[src/rtl/pipe_hazard_ctrl_if.sv]
// pipe_hazard_ctrl_if
// Groups the pipeline hazard-detection inputs and the pipeline control
// outputs of pipe_hazard_ctrl into one bundle.
//   slave  : the hazard controller (samples hazard inputs, drives controls)
//   master : the pipeline / stimulus side (drives hazard inputs)
// Signals:
//   ID_Areg, ID_Breg, ID_usesA, ID_usesB : decode-stage source operands
//   EX_targetReg, EX_memRead             : execute-stage destination / load flag
//   jumpEnable                           : jump resolved taken this cycle
//   memReq, memReady                     : memory-stage access handshake.
//                                          memReq=1 means an access is in
//                                          progress; it completes in the cycle
//                                          memReady=1. memReady may be high
//                                          on the same cycle memReq rises.
//   pcStall .. EX_MEMstall               : per-stage hold/flush/bubble controls
//   memTimeout, state_o, stallCount      : status and debug
interface pipe_hazard_ctrl_if;
  logic [2:0] ID_Areg;
  logic [2:0] ID_Breg;
  logic       ID_usesA;
  logic       ID_usesB;
  logic [2:0] EX_targetReg;
  logic       EX_memRead;
  logic       jumpEnable;
  logic       memReq;
  logic       memReady;
  logic       pcStall;
  logic       IF_IDstall;
  logic       IF_IDflush;
  logic       ID_EXbubble;
  logic       ID_EXstall;
  logic       jumpClear;
  logic       EX_MEMstall;
  logic       memTimeout;
  logic [1:0] state_o;
  logic [7:0] stallCount;

  modport slave (
    input  ID_Areg, ID_Breg, ID_usesA, ID_usesB, EX_targetReg, EX_memRead,
    input  jumpEnable, memReq, memReady,
    output pcStall, IF_IDstall, IF_IDflush, ID_EXbubble, ID_EXstall,
    output jumpClear, EX_MEMstall, memTimeout, state_o, stallCount
  );

  modport master (
    output ID_Areg, ID_Breg, ID_usesA, ID_usesB, EX_targetReg, EX_memRead,
    output jumpEnable, memReq, memReady,
    input  pcStall, IF_IDstall, IF_IDflush, ID_EXbubble, ID_EXstall,
    input  jumpClear, EX_MEMstall, memTimeout, state_o, stallCount
  );
endinterface

[src/rtl/pipe_hazard_ctrl.sv]
// pipe_hazard_ctrl
// Pipeline hazard controller: resolves taken jumps (2-cycle flush), memory
// waits (full pipeline stall until memReady) and load-use hazards (one bubble).
// Ports:
//   clk : system clock, all state on posedge
//   rst : synchronous active-high reset; forces every control output low
//   bus : pipe_hazard_ctrl_if.slave (hazard inputs, control outputs, status)
// Control outputs are combinational from the current state and inputs so the
// pipeline reacts in the same cycle a hazard is visible.
module pipe_hazard_ctrl (
  input  logic                      clk,
  input  logic                      rst,
  pipe_hazard_ctrl_if.slave         bus
);

  typedef enum logic [1:0] {
    ST_RUN     = 2'd0,
    ST_FLUSH   = 2'd1,
    ST_MEMWAIT = 2'd2
  } state_t;

  state_t     r_state;
  state_t     w_state_next;
  logic [3:0] r_wait_cnt;
  logic       r_mem_timeout;
  logic [7:0] r_stall_cnt;

  logic w_load_use;
  logic w_mem_busy;
  logic w_pc_stall;
  logic w_ifid_stall;
  logic w_ifid_flush;
  logic w_idex_bubble;
  logic w_idex_stall;
  logic w_jump_clear;
  logic w_exmem_stall;
  logic w_wait_load;
  logic w_wait_inc;

  assign w_load_use = bus.EX_memRead &
                      ((bus.ID_usesA & (bus.ID_Areg == bus.EX_targetReg)) |
                       (bus.ID_usesB & (bus.ID_Breg == bus.EX_targetReg)));
  assign w_mem_busy = bus.memReq & ~bus.memReady;

  always_comb begin
    w_state_next  = ST_RUN;
    w_pc_stall    = 1'b0;
    w_ifid_stall  = 1'b0;
    w_ifid_flush  = 1'b0;
    w_idex_bubble = 1'b0;
    w_idex_stall  = 1'b0;
    w_jump_clear  = 1'b0;
    w_exmem_stall = 1'b0;
    w_wait_load   = 1'b0;
    w_wait_inc    = 1'b0;
    case (r_state)
      ST_RUN: begin
        // Jump beats memory wait beats load-use; only one action per cycle.
        if (bus.jumpEnable) begin
          w_jump_clear = 1'b1;
          w_ifid_flush = 1'b1;
          w_state_next = ST_FLUSH;
        end else if (w_mem_busy) begin
          w_pc_stall    = 1'b1;
          w_ifid_stall  = 1'b1;
          w_idex_stall  = 1'b1;
          w_exmem_stall = 1'b1;
          w_wait_load   = 1'b1;
          w_state_next  = ST_MEMWAIT;
        end else if (w_load_use) begin
          // The load leaves execute next cycle, so one bubble suffices.
          w_pc_stall    = 1'b1;
          w_ifid_stall  = 1'b1;
          w_idex_bubble = 1'b1;
        end
      end
      ST_FLUSH: begin
        // Second flush cycle of a taken jump; all other hazards ignored.
        w_jump_clear = 1'b1;
        w_ifid_flush = 1'b1;
      end
      ST_MEMWAIT: begin
        if (!bus.memReady) begin
          w_pc_stall    = 1'b1;
          w_ifid_stall  = 1'b1;
          w_idex_stall  = 1'b1;
          w_exmem_stall = 1'b1;
          w_wait_inc    = 1'b1;
          w_state_next  = ST_MEMWAIT;
        end
      end
      default: w_state_next = ST_RUN;
    endcase
    if (rst) begin
      w_state_next  = ST_RUN;
      w_pc_stall    = 1'b0;
      w_ifid_stall  = 1'b0;
      w_ifid_flush  = 1'b0;
      w_idex_bubble = 1'b0;
      w_idex_stall  = 1'b0;
      w_jump_clear  = 1'b0;
      w_exmem_stall = 1'b0;
      w_wait_load   = 1'b0;
      w_wait_inc    = 1'b0;
    end
  end

  always_ff @(posedge clk) begin
    if (rst) begin
      r_state       <= ST_RUN;
      r_wait_cnt    <= 4'd0;
      r_mem_timeout <= 1'b0;
      r_stall_cnt   <= 8'd0;
    end else begin
      r_state <= w_state_next;
      if (w_wait_load) begin
        r_wait_cnt <= 4'd1;
      end else if (w_wait_inc && (r_wait_cnt != 4'd15)) begin
        r_wait_cnt <= r_wait_cnt + 4'd1;
      end
      // Sticky: set on the edge the wait counter reaches its ceiling.
      if (w_wait_inc && (r_wait_cnt == 4'd14)) begin
        r_mem_timeout <= 1'b1;
      end
      if (w_pc_stall && (r_stall_cnt != 8'd255)) begin
        r_stall_cnt <= r_stall_cnt + 8'd1;
      end
    end
  end

  assign bus.pcStall     = w_pc_stall;
  assign bus.IF_IDstall  = w_ifid_stall;
  assign bus.IF_IDflush  = w_ifid_flush;
  assign bus.ID_EXbubble = w_idex_bubble;
  assign bus.ID_EXstall  = w_idex_stall;
  assign bus.jumpClear   = w_jump_clear;
  assign bus.EX_MEMstall = w_exmem_stall;
  assign bus.memTimeout  = r_mem_timeout;
  assign bus.state_o     = r_state;
  assign bus.stallCount  = r_stall_cnt;

endmodule
[src/flat_wrapper.sv]
// flat-port wrapper written by rule: the top's interface ports become plain ports
module pipe_hazard_ctrl_flat 
  (clk, rst, bus_ID_Areg, bus_ID_Breg, bus_ID_usesA, bus_ID_usesB, bus_EX_targetReg, bus_EX_memRead, bus_jumpEnable, bus_memReq, bus_memReady, bus_pcStall, bus_IF_IDstall, bus_IF_IDflush, bus_ID_EXbubble, bus_ID_EXstall, bus_jumpClear, bus_EX_MEMstall, bus_memTimeout, bus_state_o, bus_stallCount);
  pipe_hazard_ctrl_if bus_i ();
  input  logic clk;
  input  logic rst;
  input wire logic [$bits(bus_i.ID_Areg)-1:0] bus_ID_Areg;
  input wire logic [$bits(bus_i.ID_Breg)-1:0] bus_ID_Breg;
  input wire logic [$bits(bus_i.ID_usesA)-1:0] bus_ID_usesA;
  input wire logic [$bits(bus_i.ID_usesB)-1:0] bus_ID_usesB;
  input wire logic [$bits(bus_i.EX_targetReg)-1:0] bus_EX_targetReg;
  input wire logic [$bits(bus_i.EX_memRead)-1:0] bus_EX_memRead;
  input wire logic [$bits(bus_i.jumpEnable)-1:0] bus_jumpEnable;
  input wire logic [$bits(bus_i.memReq)-1:0] bus_memReq;
  input wire logic [$bits(bus_i.memReady)-1:0] bus_memReady;
  output wire logic [$bits(bus_i.pcStall)-1:0] bus_pcStall;
  output wire logic [$bits(bus_i.IF_IDstall)-1:0] bus_IF_IDstall;
  output wire logic [$bits(bus_i.IF_IDflush)-1:0] bus_IF_IDflush;
  output wire logic [$bits(bus_i.ID_EXbubble)-1:0] bus_ID_EXbubble;
  output wire logic [$bits(bus_i.ID_EXstall)-1:0] bus_ID_EXstall;
  output wire logic [$bits(bus_i.jumpClear)-1:0] bus_jumpClear;
  output wire logic [$bits(bus_i.EX_MEMstall)-1:0] bus_EX_MEMstall;
  output wire logic [$bits(bus_i.memTimeout)-1:0] bus_memTimeout;
  output wire logic [$bits(bus_i.state_o)-1:0] bus_state_o;
  output wire logic [$bits(bus_i.stallCount)-1:0] bus_stallCount;
  assign bus_i.ID_Areg = bus_ID_Areg;
  assign bus_i.ID_Breg = bus_ID_Breg;
  assign bus_i.ID_usesA = bus_ID_usesA;
  assign bus_i.ID_usesB = bus_ID_usesB;
  assign bus_i.EX_targetReg = bus_EX_targetReg;
  assign bus_i.EX_memRead = bus_EX_memRead;
  assign bus_i.jumpEnable = bus_jumpEnable;
  assign bus_i.memReq = bus_memReq;
  assign bus_i.memReady = bus_memReady;
  assign bus_pcStall = bus_i.pcStall;
  assign bus_IF_IDstall = bus_i.IF_IDstall;
  assign bus_IF_IDflush = bus_i.IF_IDflush;
  assign bus_ID_EXbubble = bus_i.ID_EXbubble;
  assign bus_ID_EXstall = bus_i.ID_EXstall;
  assign bus_jumpClear = bus_i.jumpClear;
  assign bus_EX_MEMstall = bus_i.EX_MEMstall;
  assign bus_memTimeout = bus_i.memTimeout;
  assign bus_state_o = bus_i.state_o;
  assign bus_stallCount = bus_i.stallCount;
  pipe_hazard_ctrl u_core (.clk(clk), .rst(rst), .bus(bus_i));
endmodule
[config.mk]
export PLATFORM = sky130hd
export DESIGN_NAME = pipe_hazard_ctrl_flat
export DESIGN_NICKNAME = d
export VERILOG_FILES = /design/src/rtl/pipe_hazard_ctrl_if.sv /design/src/rtl/pipe_hazard_ctrl.sv /design/src/flat_wrapper.sv
export SDC_FILE = /design/constraint.sdc
export NUM_CORES = 1
export LEC_CHECK = 0
export CORE_AREA = 2 2 71 60
export CTS_CLUSTER_DIAMETER = 60
export DETAILED_ROUTE_END_ITERATION = 10
export DIE_AREA = 0 0 73 62
export GPL_TIMING_DRIVEN = 1
export SETUP_SLACK_MARGIN = 0.5
export SLEW_MARGIN = 10
export SYNTH_ARGS = -nofsm -noshare
export SYNTH_HDL_FRONTEND = slang
export SYNTH_SLANG_ARGS = --single-unit
export TNS_END_PERCENT = 1
[constraint.sdc]
create_clock -name clk -period 2.5 [get_ports clk]
set_input_delay 0.375 -clock clk [delete_from_list [all_inputs] [get_ports clk]]
set_output_delay 0.375 -clock clk [all_outputs]
set_load 0.02 [all_outputs]
==> key figures, run 1 <==
Run status
  • Outcome: finished, final reports clean

Floorplan
  • Count of standard-cell rows: 21
  • Ports: 35
  • Die W: 73 µm
  • Starting Density: 23.4%
  • Die area: 4530 µm²
  • Die Y: 62 µm
  • Core Region: 3920 µm²

Logic synthesis
  • Synthesized Nets: 125
  • Unique masters post-synth: 39
  • Fraction of registers with async set/reset: 0%
  • Synth top cells by count: 15 x dfxtp_1, 9 x nor2_1, 7 x xnor2_1, 6 x nor2b_1, 6 x nor3_1
  • Post-synth EDFFs: 0
  • Top cell type's share of synthesized area: 32.7%
  • Synth Instances: 105
  • Syn_area_per_cell: 8.73 µm²
  • Largest cells by area after synthesis: dfxtp_1 33%, xnor2_1 6.7%, ha_1 4.1%
  • Yosys reg bits: 15
  • Sequential cell area fraction in the yosys report: 32.7%
  • Count leader, synth: dfxtp_1
  • Synth warnings: 0
  • Post-Syn Area: 917 µm²
  • Primary FF master, synth: dfxtp_1
  • Top cell type by total area after synthesis: dfxtp_1

Global routing
  • Grt total ovfl: 0
  • Largest net degree at the start of global routing: 9
  • Number of global-route vias before repair: 903
  • First-pass GRT wire length: 4010 µm
  • Initial antenna violation count: 0
  • Total track usage: 11.5%

Timing
  • Final worst path period need: 2240 ps
  • Fmax: 0.446 GHz
  • Finish-stage setup viols: 0
  • Worst Clk Skew: 3.51 ps
  • RSZ-0062 raised after global routing: yes
  • Slew HR: 70.1%
  • Slew Limit Fails: 0
  • Final period utilization: 89.7%
  • Hold slack: 466 ps
  • Setup Total Neg Slack: 0 ps
  • Slew @ Worst Pin: 437 ps
  • Final hold viol count: 0

Routing
  • Vias per std cell: 4.88
  • First-pass DRT Iterations: 4
  • DR iter-0 viols: 49
  • Via count: 952
  • Residual DRC count: 0
  • Antenna-violating nets left: 0
  • Average wire per standard cell: 12.5 µm
  • WL final: 2440 µm

Place
  • Final HPWL DP: 1980 µm
  • GP Congestion: 0.787
  • Port Buffers: 34

Clock network
  • Clk_lat worst skew: 250 ps
  • CTS max path bufs: 2
  • Number of H-tree levels: 1
  • Setup Fix Bufs, Post-CTS: 0
  • CTS tree: yes
  • Clock slew at reported path FFs: 60 ps
  • Root buffer cell: clkbuf_8
  • Clock Sink Count: 15
  • Hold Buf Count CTS: 0
  • Total CTS buffers: 3

Setup path
  • Worst EP arrival: 1870 ps
  • Critical Path Sink Type: primary output
  • Critical path launch point type: input port
  • R2r worst-path depth: 6
  • Crit Path Class: input port to primary output
  • Critical Path RT: 2120 ps
  • CP max FO: 3

Run
  • Max Cap Viol: 0

Final layout
  • N_diodes: 0
  • Layout cell share with drive strength beyond 1: 16.8%
  • Syn-to-layout area delta: 53.5%
  • Total Nets Final: 170

Pwr
  • Power Density: 391 nW/µm²
  • Max VDD drop: 0.000156 V
  • Lkg Pwr: 0.562 nW

Min path
  • Class of the worst hold path: register to register
  • Hold path cells: 1
==> sequential cells by signal, indices dropped and copies added, names as in the netlist <==
register / cells
u_core.bus.memTimeout: 1
u_core.bus.stallCount: 8
u_core.r_wait_cnt: 4
u_core.bus.state_o: 2
==> area by class of cell <==
cell class | instances | area, µm²
Fill cell | 410 | 2510
Sequential cell | 15 | 300
Timing Repair Buffer | 44 | 408
Inverter | 6 | 22.5
Tap cell | 46 | 57.6
Multi-Input combinational cell | 80 | 574
Clock buffer | 4 | 45.0
==> worst paths after layout <==
kind	start	slack, ps	end
worst min-delay path	u_core.bus.memTimeout	470	u_core.bus.memTimeout
worst max register to register	u_core.bus.stallCount[0]	580	u_core.bus.stallCount[7]
worst max-delay path	bus_EX_targetReg[1]	260	bus_pcStall
worst min register to register	u_core.bus.memTimeout	470	u_core.bus.memTimeout
==> metal layers <==
| layer | part of all wire, % | GRT usage (%) | up-vias |
|---|---|---|---|
| met1 | 46 | 14.8 | 446 |
| met5 | 0 | 0 | - |
| met4 | 1.5 | 4.76 | 0 |
| li1 | - | - | 474 |
| met3 | 4.3 | 1.29 | 4 |
| met2 | 48 | 19.7 | 28 |
==> layout by cell type (no fill, tap or decap), types with 2 or more instances in the layout <==
| cell type | n |
|---|---|
| a21oi_1 | 2 |
| nor2_1 | 9 |
| xnor2_1 | 7 |
| nand3_1 | 5 |
| clkdlybuf4s50_1 | 26 |
| o21ai_1 | 3 |
| and3_2 | 2 |
| nor2b_1 | 6 |
| clkbuf_8 | 3 |
| o211ai_1 | 2 |
| inv_1 | 5 |
| buf_4 | 10 |
| ha_1 | 3 |
| nand2_1 | 5 |
| a32o_1 | 2 |
| dfxtp_1 | 15 |
| dlymetal6s2s_1 | 2 |
| mux2_1 | 2 |
| buf_2 | 2 |
| xor2_1 | 2 |
| nand4_1 | 4 |
| nor3_1 | 5 |
| dlygate4sd2_1 | 3 |
==> kinds of logic (layout without fill, tap and decap cells) <==
logic type               count (synthesis)  after routing  share of synthesized area, %
adder cells (fa/ha/maj)                  3              3                          4.09
AO/OA/AOI/OAI                           21             21                          19.1
AND/OR/NAND/NOR                         44             44                          26.5
flip-flops                              15             15                          32.7
multiplexers                             3              3                          3.55
buffers and inverters                   10             54                          5.46
XOR/XNOR                                 9              9                          8.60
==> power breakdown <==
| group | leakage [nW] | internal [mW] | total, mW | switching (mW) |
|---|---|---|---|---|
| logic | 0.418 | 0.0565 | 0.100 | 0.0440 |
| registers | 0.121 | 0.244 | 0.250 | 0.00653 |
| clock network | 0.0228 | 0.113 | 0.200 | 0.0868 |
==> worst max-delay path, cell delays in order <==
cell and delay [ps]:
clkdlybuf4s50_1 520, xnor2_1 140, nand4_1 190, a21oi_2 240, or2_4 150, clkdlybuf4s15_2 250
==> timing repair <==
item / CTS / global route
setup endpoints to repair: 8 / 13
resized for setup: 13 / 5
pin swaps: 2 / 2
==> stage by stage <==
| step | power [mW] | instances | setup slack, ps | utilization, % | instance area (µm²) |
|---|---|---|---|---|---|
| floorplan | 0.299 | 105 | 614 | - | 917 |
| global placement | 0.356 | 191 | -92.8 | 34.8 | 1360 |
| detailed placement | 0.358 | 191 | -134 | 34.8 | 1360 |
| CTS | 0.557 | 195 | 227 | 35.8 | 1400 |
| global route | 0.573 | 195 | 172 | 36.0 | 1410 |
| finish | 0.550 | 195 | 257 | 36.0 | 1410 |
Note: power is estimated with default switching activity, not from simulation.
==> inputs of run 2 (changes only) <==
Settings changed: MAX_ROUTING_LAYER set to met4.
==> key figures, run 2 (synthesized netlist as in run 1, its figures left out) <==
Global routing
  • Total track usage: 11.8%
  • Grt met2 use: 19.7%
  • Grt peak-use layer: met2
  • M3 GR Usage: 1.29%
  • Initial antenna violation count: 0
  • Largest net degree at the start of global routing: 9
  • Grt total ovfl: 0
  • Number of global-route vias before repair: 904
  • First-pass GRT wire length: 4010 µm
  • Met1 GRT Util: 14.7%

Routing
  • Residual DRC count: 0
  • First-pass DRT Iterations: 4
  • WL final: 2430 µm
  • DR iter-0 viols: 42
  • Average wire per standard cell: 12.5 µm
  • Via count: 951
  • Antenna-violating nets left: 0
  • Vias per std cell: 4.88

Timing
  • Worst Clk Skew: 4.21 ps
  • Slew @ Worst Pin: 439 ps
  • Setup Total Neg Slack: 0 ps
  • RSZ-0062 raised after global routing: yes
  • Final hold viol count: 0
  • Fmax: 0.446 GHz
  • Slew Limit Fails: 0
  • Hold slack: 466 ps
  • Final worst path period need: 2240 ps
  • Finish-stage setup viols: 0
  • Final period utilization: 89.7%
  • Slew HR: 70.0%

Setup path
  • Worst EP arrival: 1870 ps
  • Critical Path Sink Type: primary output
  • Critical path launch point type: input port
  • Crit Path Class: input port to primary output
  • CP max FO: 3
  • Critical Path RT: 2120 ps
  • R2r worst-path depth: 6

Final layout
  • Total Nets Final: 170
  • Leading cell type in the layout, fill and taps excluded: clkdlybuf4s50_1
  • Layout cell share with drive strength beyond 1: 16.8%
  • Most frequent cells in the layout: 26 x clkdlybuf4s50_1, 15 x dfxtp_1, 10 x buf_4
  • Cell Count, Final, Fillers Out: 195
  • Max reg flops: 8
  • N_diodes: 0
  • Syn-to-layout area delta: 53.5%

Clock network
  • Clk_lat worst skew: 250 ps
  • CTS tree: yes
  • Hold Buf Count CTS: 0
  • Clock Sink Count: 15
  • Number of H-tree levels: 1
  • Clock slew at reported path FFs: 60 ps
  • Total CTS buffers: 3
  • Root buffer cell: clkbuf_8
  • CTS max path bufs: 2

Place
  • Placed cells: 191
  • GP Congestion: 0.799
  • Port Buffers: 34
  • Final HPWL DP: 1980 µm

Pwr
  • Power Density: 390 nW/µm²
  • Lkg Pwr: 0.562 nW
  • Max VDD drop: 0.000156 V
  • Pwr Total: 0.550 mW

Floorplan
  • Die W: 73 µm
  • Starting Density: 23.4%
  • Count of standard-cell rows: 21
  • Core Region: 3920 µm²
  • Die area: 4530 µm²
  • Ports: 35
  • Die Y: 62 µm

Run status
  • Outcome: finished, final reports clean

Min path
  • Hold path cells: 1
  • Class of the worst hold path: register to register

Run
  • Max Cap Viol: 0
[run 2: repair_timing]
| item | in CTS | in global routing |
|---|---|---|
| setup buffers | 0 | 0 |
| gates resized for setup | 13 | 5 |
| pin swaps | 2 | 2 |
| setup endpoints to repair | 8 | 13 |
[run 2: metal layers]
metal / share of wire, % / up-vias
met2: 48 / 28
met1: 46 / 445
met4: 1.5 / 0
met3: 4.4 / 4
li1: - / 474
met5: 0 / -
[run 2: where the power goes]
group | leakage, nW | internal [mW] | total [mW] | switching, mW
Sequential | 0.121 | 0.244 | 0.250 | 0.00650
Clock | 0.0228 | 0.113 | 0.199 | 0.0861
Combinational | 0.418 | 0.0565 | 0.101 | 0.0440
Total | 0.562 | 0.413 | 0.550 | 0.137
[run 2: worst paths after layout]
| path | startpoint | endpoint | slack, ps |
|---|---|---|---|
| max reg2reg | u_core.bus.stallCount[0] | u_core.bus.stallCount[7] | 590 |
| max | bus_EX_targetReg[1] | bus_pcStall | 260 |
| min reg2reg | u_core.bus.memTimeout | u_core.bus.memTimeout | 470 |
| min | u_core.bus.memTimeout | u_core.bus.memTimeout | 470 |
[run 2: worst max-delay path, stage by stage]
cell             delay [ps]
clkdlybuf4s50_1         520
xnor2_1                 140
nand4_1                 190
a21oi_2                 240
or2_4                   150
clkdlybuf4s15_2         250
[run 2: stage by stage]
step | util, % | area (µm²) | setup WS, ps
2_1_floorplan | - | 917 | 614
3_3_place_gp | 34.8 | 1360 | -92.8
5_1_grt | 36.0 | 1410 | 172
3_5_place_dp | 34.8 | 1360 | -134
6_report | 36.0 | 1410 | 257
4_1_cts | 35.8 | 1400 | 227
[run 2: final cells by class]
class / count / area, µm²
Fill cell: 410 / 2510
Multi-Input combinational cell: 80 / 574
Timing Repair Buffer: 44 / 408
Sequential cell: 15 / 300
Tap cell: 46 / 57.6
Clock buffer: 4 / 45.0
Inverter: 6 / 22.5
